[config.mk]
export PLATFORM = sky130hd
export DESIGN_NAME = msg_asm
export DESIGN_NICKNAME = d
export VERILOG_FILES = /design/src/rtl/msg_pkg.sv /design/src/rtl/msg_timeout.sv /design/src/rtl/msg_asm.sv
export SDC_FILE = /design/constraint.sdc
export NUM_CORES = 1
export LEC_CHECK = 0
export BUFFER_PORTS_ARGS = -buffer_cell sky130_fd_sc_hd__clkbuf_2
export CAP_MARGIN = 20
export CORE_ASPECT_RATIO = 0.7
export CORE_MARGIN = 1
export CORE_UTILIZATION = 64
export CTS_BUF_LIST = sky130_fd_sc_hd__clkbuf_8
export CTS_CLUSTER_SIZE = 10
export DETAILED_ROUTE_END_ITERATION = 8
export PLACE_DENSITY = 0.87
export SLEW_MARGIN = 25
export SYNTH_ARGS = -nofsm -noshare
export SYNTH_HDL_FRONTEND = slang
export SYNTH_SLANG_ARGS = --single-unit
[constraint.sdc]
create_clock -name clk -period 6.46 [get_ports clk]
set_input_delay 1.938 -clock clk [delete_from_list [all_inputs] [get_ports clk]]
set_output_delay 1.938 -clock clk [all_outputs]
set_load 0.005 [all_outputs]
[src/rtl/msg_pkg.sv]
// Shared packet geometry for the message assembler and its disassembler,
// plus a width helper for the small counters in this block.
package msg_pkg;
   localparam int MSG_WORD_SIZE        = 8;
   localparam int MSG_WORDS_PER_PACKET = 4;
   localparam int MSG_TIMEOUT_CYCLES   = 1000;

   // Bits needed to count 0..n-1, never narrower than one bit.
   function automatic int msg_cnt_w(input int n);
      return (n < 2) ? 1 : $clog2(n);
   endfunction
endpackage

[src/rtl/msg_timeout.sv]
// Inter-word idle watchdog: counts idle cycles while enabled and flags when
// the count has reached TIMEOUT_CYCLES (never flags when TIMEOUT_CYCLES is 0).
module msg_timeout
   import msg_pkg::*;
#(
   parameter int TIMEOUT_CYCLES = MSG_TIMEOUT_CYCLES
) (
   input  logic clk,
   input  logic reset,
   input  logic clear,
   input  logic enable,
   output logic expired
);
   localparam int            IW       = msg_cnt_w(TIMEOUT_CYCLES + 1);
   localparam logic [IW-1:0] IDLE_MAX = IW'(TIMEOUT_CYCLES);

   logic [IW-1:0] idle_cnt_q, idle_cnt_d;
   logic          at_max;

   assign at_max  = (idle_cnt_q == IDLE_MAX);
   assign expired = (TIMEOUT_CYCLES != 0) && enable && at_max;

   // Saturate at the threshold so a held-off expiry cannot wrap around.
   always_comb begin
      idle_cnt_d = idle_cnt_q;
      if (clear || !enable) begin
         idle_cnt_d = '0;
      end else if (!at_max) begin
         idle_cnt_d = idle_cnt_q + 1'b1;
      end
   end

   always_ff @(posedge clk) begin
      if (reset) begin
         idle_cnt_q <= '0;
      end else begin
         idle_cnt_q <= idle_cnt_d;
      end
   end
endmodule

[src/rtl/msg_asm.sv]
// Assembles WORDS_PER_PACKET received UART words into one message and issues
// a single FIFO write per completed packet; flags dropped words and timeouts.
module msg_asm
   import msg_pkg::*;
#(
   parameter int WORD_SIZE        = MSG_WORD_SIZE,
   parameter int WORDS_PER_PACKET = MSG_WORDS_PER_PACKET,
   parameter int TIMEOUT_CYCLES   = MSG_TIMEOUT_CYCLES
) (
   input  logic                                  clk,
   input  logic                                  reset,
   input  logic [WORD_SIZE-1:0]                  data_in,
   input  logic                                  data_in_valid,
   input  logic                                  fifo_full,
   output logic [WORD_SIZE*WORDS_PER_PACKET-1:0] data_out,
   output logic                                  data_out_req,
   output logic                                  overflow,
   output logic                                  timeout
);
   localparam int            MW        = WORD_SIZE * WORDS_PER_PACKET;
   localparam int            CW        = msg_cnt_w(WORDS_PER_PACKET + 1);
   localparam logic [CW-1:0] LAST_SLOT = CW'(WORDS_PER_PACKET - 1);

   typedef enum logic [1:0] {
      SM_IDLE    = 2'd0,
      SM_COLLECT = 2'd1,
      SM_WRITE   = 2'd2
   } state_e;

   state_e        state_q, state_d;
   logic [CW-1:0] word_cnt_q, word_cnt_d;
   logic [MW-1:0] asm_buf_q, asm_buf_d;
   logic [MW-1:0] data_out_q, data_out_d;
   logic          overflow_q, overflow_d;
   logic          timeout_q, timeout_d;
   logic          idle_expired, idle_clear, idle_enable;

   msg_timeout #(
      .TIMEOUT_CYCLES(TIMEOUT_CYCLES)
   ) u_timeout (
      .clk    (clk),
      .reset  (reset),
      .clear  (idle_clear),
      .enable (idle_enable),
      .expired(idle_expired)
   );

   assign idle_enable  = (state_q == SM_COLLECT);
   assign idle_clear   = data_in_valid && (state_q != SM_WRITE);
   // Gated by reset so a pending write is never strobed while reset is held.
   assign data_out_req = (state_q == SM_WRITE) && !fifo_full && !reset;
   assign data_out     = data_out_q;
   assign overflow     = overflow_q;
   assign timeout      = timeout_q;

   always_comb begin
      state_d    = state_q;
      word_cnt_d = word_cnt_q;
      asm_buf_d  = asm_buf_q;
      data_out_d = data_out_q;
      overflow_d = 1'b0;
      timeout_d  = 1'b0;
      case (state_q)
         SM_IDLE: begin
            if (data_in_valid) begin
               asm_buf_d[WORD_SIZE-1:0] = data_in;
               word_cnt_d = CW'(1);
               if (WORDS_PER_PACKET == 1) begin
                  state_d    = SM_WRITE;
                  data_out_d = asm_buf_d;
               end else begin
                  state_d = SM_COLLECT;
               end
            end
         end
         SM_COLLECT: begin
            if (data_in_valid) begin
               asm_buf_d[int'(word_cnt_q)*WORD_SIZE +: WORD_SIZE] = data_in;
               word_cnt_d = word_cnt_q + 1'b1;
               if (word_cnt_q == LAST_SLOT) begin
                  state_d    = SM_WRITE;
                  data_out_d = asm_buf_d;
               end
            end else if (idle_expired) begin
               state_d    = SM_IDLE;
               word_cnt_d = '0;
               timeout_d  = 1'b1;
            end
         end
         SM_WRITE: begin
            overflow_d = data_in_valid;
            if (!fifo_full) begin
               state_d    = SM_IDLE;
               word_cnt_d = '0;
            end
         end
         default: begin
            state_d    = SM_IDLE;
            word_cnt_d = '0;
         end
      endcase
   end

   always_ff @(posedge clk) begin
      if (reset) begin
         state_q    <= SM_IDLE;
         word_cnt_q <= '0;
         asm_buf_q  <= '0;
         data_out_q <= '0;
         overflow_q <= 1'b0;
         timeout_q  <= 1'b0;
      end else begin
         state_q    <= state_d;
         word_cnt_q <= word_cnt_d;
         asm_buf_q  <= asm_buf_d;
         data_out_q <= data_out_d;
         overflow_q <= overflow_d;
         timeout_q  <= timeout_d;
      end
   end
endmodule

# Yosys cells after proc, flatten, opt, wreduce, memory -nomap -nowiden
# Cells that the tools add are included.
[totals]
ff_bits = 81
word_cells = 59
input_bits = 12
out_inout_bits = 35
[op_classes]
eq_ne = 10
reduce_logical = 18
bitwise_logic = 2
n_addsub = 3
shift = 2
mux = 16
[op_table]
columns = ["cell", "n"]
rows = [
  ["negation 6 -> 33 bit", 1],
  ["variable shift 8 x 33 -> 32 bit (first input constant)", 1],
  ["variable part select 8 x 33 -> 32 bit", 1],
  ["bitwise mux 32 bit", 1],
  ["two-way mux 8 bit", 2],
  ["case mux 8 bit (2 select lines)", 1],
  ["two-way mux 3 bit", 4],
  ["adder 10 x 1 -> 10 bit (second input constant)", 1],
  ["== test 10 bit (second input constant)", 1],
  ["two-way mux 2 bit", 5],
  ["case mux 3 bit (3 select lines)", 1],
  ["AND reduction 3 bit", 3],
  ["inequality test 2 bit (second input constant)", 4],
  ["inequality test 3 bit (second input constant)", 2],
  ["case mux 2 bit (3 select lines)", 1],
  ["logical AND 1 bit", 4],
  ["AND reduction 4 bit", 1],
  ["OR reduction 2 bit", 2],
  ["adder 3 x 1 -> 3 bit (second input constant)", 1],
  ["== test 3 x 2 -> 1 bit (second input constant)", 1],
  ["logical NOT 1 bit", 3],
  ["OR reduction 3 bit", 1],
  ["== test 2 x 1 -> 1 bit (second input constant)", 1],
  ["== test 2 bit (second input constant)", 1],
  ["6 further kinds", 7],
]

# Depth between registers and ports, before layout
# Gate-level depths: netlist of the first run.
[depth]
depth_word = 5
mapped_depth = 9
ltp_nobuf = 7

# By module
# Synthesis of the first run repeated with hierarchy kept, for this count alone.
[unflattened]
cells_unflattened = 430
area_unflattened_um2 = 3861.2
[by_module_without_submodules]
columns = ["mod", "area_per_inst_um2", "seq_area_each_um2", "cells_per_inst", "instances"]
rows = [
  ["msg_asm", 3359.5, 1421.4, 372, 1],
  ["msg_timeout", 501.7, 200.2, 58, 1],
]

# Worst setup path after synthesis of the first run
# OpenSTA, ideal clock, no wires.
[synth_path]
path_kind = "input -> output"
start = "input port reset"
end = "output port data_out_req"
cell_stages = 3
arrival_time_ns = 2.575
t_required_ns = 4.522
slack_ns = 1.947
path_cell_list = "clkbuf_1 -> clkbuf_1 -> nor4b_1"
[synth_between]
elab_chain_cells = 2
[synth_rtl]
columns = ["item", "line_no", "rtl"]
rows = [
  ["start: declaration", "msg_asm.sv:11", "input logic reset,"],
  ["logical NOT 1 bit", "msg_asm.sv:51", "assign data_out_req = (state_q == SM_WRITE) && !fifo_full && !reset;"],
  ["logical AND 1 bit", "msg_asm.sv:51", ""],
  ["end: declaration", "msg_asm.sv:16", "output logic data_out_req,"],
]
# No other way between the ends.

# Worst setup path after layout of the first run
# Ends and elaborated chain as after synthesis.

==> results of run 1 <==
-- registers in the layout (all words and copies together), names as in the netlist --
signal and count:
asm_buf_q 32, data_out 32, overflow 1, state_q 2
timeout 1, u_timeout.idle_cnt_q 10, word_cnt_q 3
-- kinds of logic after synthesis --
kind of cell,share of synthesized area (%)
multiplexers,5.240
adder cells (fa/ha/maj),2.891
XOR/XNOR,1.518
buffers and inverters,4.265
AO/OA/AOI/OAI,18.68
AND/OR/NAND/NOR,20.56
flip-flops,46.84
-- worst max path at each step --
stage,to,start,slack (ns),depth (start not counted)
after floorplan,data_out_req,reset,1.95,3
after global placement,data_out_req,reset,2.05,3
after detailed placement,data_out_req,fifo_full,2.06,3
after CTS,data_out_req,fifo_full,2.05,3
after global routing,data_out_req,reset,2.00,3
final,data_out_req,reset,2.05,3
-- per-stage QoR --
| stage | hold WS (ns) | area, µm² | util (%) | total power, µW | worst slack (ns) |
|---|---|---|---|---|---|
| global route | 0.4999 | 3901 | 78.15 | 1067 | 2.000 |
| global placement | 0.4584 | 3670 | 73.51 | 606.4 | 2.049 |
| detailed placement | 0.4635 | 3670 | 73.51 | 609.6 | 2.057 |
| finish | 0.4777 | 3901 | 78.15 | 1027 | 2.048 |
| floorplan | 0.4476 | 3462 | - | 590.0 | 1.947 |
| CTS | 0.4797 | 3901 | 78.15 | 1031 | 2.052 |
-- area by class of cell --
| type | instances | area (µm²) |
|---|---|---|
| Clock buffer | 9 | 123.9 |
| Clock inverter | 6 | 107.6 |
| Fill cell | 343 | 1091 |
| Inverter | 6 | 22.52 |
| Multi-Input combinational cell | 255 | 1694 |
| Sequential cell | 81 | 1622 |
| Tap cell | 69 | 86.33 |
| Timing Repair Buffer | 48 | 245.2 |
-- per-layer routing --
metal  track usage (%)  vias to the layer above  wire length [µm]
met4             7.460                        0                60
met5                 0                        -                 0
met2             42.98                       93              3341
met1             35.65                     1321              3266
li1                  -                     1398                 -
met3             8.092                        9               542
-- report_power, final --
group	total, µW	internal [µW]	switching (µW)
Clock	427	254	173
Combinational	82.3	31.4	50.9
Sequential	518	510	7.49
-- critical path, delay by kind of cell --
kind | cells | cell delay [ns]
AND/OR/NAND/NOR | 1 | 0.24
buffers and inverters | 2 | 0.30
-- cells in the final DEF (no fill, tap or decap), drive strengths merged, types with 2 or more instances in the layout --
master	Yosys	routed
nand3b	3	3
bufinv	0	3
nor4bb	2	2
xnor2	4	4
a21oi	6	6
a221oi	8	8
nor3b	2	2
dfxtp	81	81
nand2b	18	18
nor3	13	13
buf	13	2
a22oi	25	25
nand2	10	10
mux2i	17	17
o21ai	2	2
a211oi	40	40
nand4	3	3
nor2	72	72
inv	6	8
nand3	6	6
or3	2	2
xor2	2	2
o31ai	2	2
nor4b	2	2
ha	8	8
clkbuf	11	55
==> impl_metrics.csv, run 1 <==
group,metric,value,unit
status,status,"completed",
clock_tree,cts_tree,"done",
detailed_routing,drc,0,
clock_tree,numCtsBuffers,9,
synthesis,synth-seq-cells,81,
flow_run,drv_cap,0,
critical_path,cp.required,4.52,ns
synthesis,synth-warning-count,0,
clock_tree,ctsResizeCount,0,
final_layout,layout.nets,421,
worst_hold_path,holdCritStartpoint,"asm_buf_q[1]",
clock_tree,clock_path_buffers,2,
global_routing,grt.overflow.total,0,
critical_path,start_kind,"input pin",
synthesis,synth.distinct_cells,42,
critical_path,r2r_end,"asm_buf_q[6]",
synthesis,ys_seq_area_share,46.84,%
synthesis,synth_area_leader_cell,"dfxtp_1",
synthesis,synth.most_common_cell,"dfxtp_1",
die,rows,21,
synthesis,synth_area_leaders,"dfxtp_1, a211oi_1, nor2_1, a22oi_1, mux2i_1",
worst_hold_path,hp-class,"reg -> reg",
synthesis,syn_area_per_cell,9.459,µm²
place,gp_congestion,0.8361,
final_layout,drive_gt1_share,17.78,%
detailed_routing,wl,7.210,mm
timing,max_freq,226.7,MHz
clock_tree,postCtsHoldBufs,0,
place,placed_cells,459,
synthesis,synth_cells,366,
critical_path,ff2ff_path_depth,7,
timing,fin_crit,4.412,ns
timing,tns,0,ns
timing,post-route-period-util,68.30,%
synthesis,synth_edf_count,0,
synthesis,netlist_top_cells_count,"dfxtp_1, nor2_1, a211oi_1",
critical_path,worst_setup_path_end_kind,"output pin",
die,ioPinCount,47,
timing,finalHoldViolCount,0,
die,die_w,89.91,µm
synthesis,ys.flop_type,"dfxtp_1",
critical_path,crit_top_cell,"clkbuf_2",
global_routing,grt_max_degree,83,
critical_path,slowest_stage,"nor4b_1",
detailed_routing,drtIter0Drc,188,
worst_hold_path,hold_depth,2,
die,die_y,63.54,µm
worst_hold_path,holdPathEnd,"asm_buf_q[1]",
power,p_leak,0.001467,µW
detailed_routing,wl_per_cell,15.21,µm
timing,relSlewSlack,36.06,%
clock_tree,cts.clk_slew.worst_paths,0.07,ns
detailed_routing,dr.pass1.iters,4,
timing,finalClockSkew,0.008373,ns
critical_path,critical_path_class,"in -> out",
synthesis,synth_top_area_share,46.84,%
die,coreArea,4992,µm²
critical_path,crit_arrival,2.47,ns
synthesis,synth_nets,386,
critical_path,rr_startpoint,"word_cnt_q[0]",
timing,slew_violations,0,
synthesis,syn_area,3462,µm²
die,initial_core_util,69.35,%
critical_path,r2r_setup_slack,3.56,ns
clock_tree,cts-root-buf,"clkbuf_8",
clock_tree,clk_latency,0.34,ns
die,dieArea,5712,µm²
detailed_routing,num_vias,2821,
critical_path,crit_fanout,2,
detailed_routing,drtAntennaViolNets,0,
power,vdd_drop_max,0.2018,mV
critical_path,path_cells,"clkbuf_2 > nor4b_1 > clkbuf_2",
global_routing,antenna_found_initial,0,
final_layout,fin_cells,474,
critical_path,slowest_delay,0.24,ns
detailed_routing,via_per_inst,5.951,
timing,setup_violations,0,
timing,rsz0062_at_grt,"no",
final_layout,areaGrowthSynthToFinish,12.69,%
clock_tree,cts_sinks,81,
power,p_per_area,263.2,nW/µm²
global_routing,grt_pass1_wl,12.14,mm
place,hpwl,4.732,mm
synthesis,synth-async-reset-ratio,0,%
global_routing,grt_util_all_layers,26.95,%
clock_tree,postCtsSetupBuffers,0,
place,portBuffers,46,
final_layout,diodes,0,
timing,tightestPinTransition,0.9592,ns
clock_tree,h-tree-depth,3,
global_routing,grt_pass1_vias,2603,
(Power assumes the default switching activity.)
==> run 2, diff against run 1 <==
--- a/config.mk
+++ b/config.mk
@@ -9,11 +9,11 @@
 export CAP_MARGIN = 20
 export CORE_ASPECT_RATIO = 0.7
 export CORE_MARGIN = 1
-export CORE_UTILIZATION = 64
+export CORE_UTILIZATION = 53
 export CTS_BUF_LIST = sky130_fd_sc_hd__clkbuf_8
 export CTS_CLUSTER_SIZE = 10
 export DETAILED_ROUTE_END_ITERATION = 8
-export PLACE_DENSITY = 0.87
+export PLACE_DENSITY = 0.77
 export SLEW_MARGIN = 25
 export SYNTH_ARGS = -nofsm -noshare
 export SYNTH_HDL_FRONTEND = slang
==> constraint.sdc (replaced) <==
create_clock -name clk -period 4 [get_ports clk]
set_input_delay 1.2 -clock clk [delete_from_list [all_inputs] [get_ports clk]]
set_output_delay 1.2 -clock clk [all_outputs]
set_load 0.005 [all_outputs]
==> impl_metrics.csv, run 2 (synthesis results as in run 1) <==
group,metric,value,unit
critical_path,critical_path_class,"in -> out",
die,dieArea,6865,µm²
critical_path,worst_setup_path_end_kind,"output pin",
final_layout,diodes,0,
final_layout,final_cell_mix,"dfxtp_1, nor2_1, clkbuf_2",
die,ioPinCount,47,
power,vdd_drop_max,0.2200,mV
final_layout,areaGrowthSynthToFinish,11.24,%
timing,slew_violations,0,
die,die_y,69.62,µm
critical_path,r2r_end,"asm_buf_q[2]",
place,placedInstanceArea,3689,µm²
clock_tree,cts-root-buf,"clkbuf_8",
timing,finalHoldViolCount,0,
clock_tree,h-tree-depth,3,
final_layout,nFillCells,555,
power,finalPower,1483,µW
place,placed_cells,469,
final_layout,layout.nets,422,
global_routing,antenna_found_initial,0,
detailed_routing,num_vias,2790,
place,place_ws,1.075,ns
critical_path,r2r_setup_slack,1.13,ns
final_layout,drive_gt1_share,17.73,%
worst_hold_path,hp-class,"reg -> reg",
status,status,"completed",
power,p_per_area,385.0,nW/µm²
timing,relSlewSlack,49.64,%
die,coreArea,6276,µm²
die,initial_core_util,55.16,%
final_layout,layout_commonest_cell,"dfxtp_1",
place,hpwl,4.861,mm
final_layout,final_cell_area,3851,µm²
global_routing,grt_max_degree,83,
place,gp_congestion,0.8363,
critical_path,crit_arrival,1.72,ns
clock_tree,cts_sinks,81,
critical_path,ff2ff_path_depth,7,
global_routing,grt_pass1_vias,2391,
clock_tree,cts_tree,"done",
critical_path,start_kind,"input pin",
clock_tree,cts.clk_slew.worst_paths,0.08,ns
die,rows,24,
final_layout,fin_cells,484,
global_routing,grt_pass1_wl,12.07,mm
timing,max_freq,343.0,MHz
clock_tree,clock_path_buffers,2,
timing,tns,0,ns
timing,fin_crit,2.916,ns
timing,finalClockSkew,0.005392,ns
detailed_routing,drtAntennaViolNets,0,
detailed_routing,wl_per_cell,14.88,µm
clock_tree,postCtsHoldBufs,0,
power,p_leak,0.001442,µW
flow_run,drv_cap,0,
detailed_routing,wl,7.203,mm
timing,post-route-period-util,72.89,%
critical_path,cp.required,2.80,ns
critical_path,endpoint,"data_out_req",
global_routing,grt_util_all_layers,22.46,%
clock_tree,ctsResizeCount,0,
clock_tree,clk_latency,0.35,ns
timing,setup_violations,0,
timing,rsz0062_at_grt,"no",
place,portBuffers,46,
clock_tree,numCtsBuffers,9,
detailed_routing,drtIter0Drc,157,
timing,fin_ws,1.084,ns
clock_tree,postCtsSetupBuffers,0,
critical_path,crit_fanout,3,
global_routing,grt.overflow.total,0,
die,die_w,98.60,µm
detailed_routing,drc,0,
critical_path,crit_start,"fifo_full",
detailed_routing,dr.pass1.iters,6,
timing,tightestPinTransition,0.7532,ns
critical_path,rr_startpoint,"word_cnt_q[0]",
detailed_routing,via_per_inst,5.764,
run 2: cell count changes in the layout (fill, tap and decap cells not counted), sizes merged:
cell      delta
clkbuf       +1
bufinv       -3
clkinvlp     +1
buf          +1
clkinv       +1
run 2: worst max-delay path, cell delays in order:
cell and delay [ns]:
clkbuf_2 0.10, nor4b_1 0.26, clkbuf_2 0.16
run 2: how the worst min path moves through the flow:
| stage | start | to | slack (ns) | depth (start not counted) |
|---|---|---|---|---|
| after floorplan | u_timeout.idle_cnt_q[9] | timeout | 0.45 | 2 |
| after global placement | asm_buf_q[4] | asm_buf_q[4] | 0.46 | 2 |
| after detailed placement | asm_buf_q[7] | asm_buf_q[7] | 0.47 | 2 |
| after CTS | asm_buf_q[7] | asm_buf_q[7] | 0.48 | 2 |
| after global routing | asm_buf_q[7] | asm_buf_q[7] | 0.49 | 2 |
| final | asm_buf_q[7] | asm_buf_q[7] | 0.47 | 2 |
run 2: area by class of cell:
cell class	count	area [µm²]	share of cell area, %
clock buffer	10	137.6	3.574
timing repair buffer	49	252.7	6.563
clock inverter	5	25.02	0.6498
inverter	6	22.52	0.5848
tap	78	97.59	2.534
multi-input combinational	255	1694	43.99
sequential	81	1622	42.11
run 2: layer usage:
metal | up-vias | share of wire [%] | GRT usage, %
li1 | 1406 | - | -
met5 | - | 0 | 0
met3 | 9 | 7.2 | 7.056
met1 | 1292 | 49 | 34.31
met2 | 83 | 42 | 29.97
met4 | 0 | 1.2 | 5.970
run 2: where the power goes:
| part | leakage (µW) | total [µW] | internal, µW | switching, µW |
|---|---|---|---|---|
| registers | 0.000656 | 836 | 824 | 12.2 |
| clock network | 0.0000905 | 515 | 232 | 283 |
| logic | 0.000695 | 131 | 50.5 | 80.7 |
| total | 0.00144 | 1480 | 1110 | 376 |
run 2: metrics by stage:
stage	util, %	hold WS [ns]
after floorplan	-	0.4476
after global routing	61.36	0.4873
after CTS	61.36	0.4762
final	61.36	0.4747
after global placement	58.77	0.4582
after detailed placement	58.77	0.4654
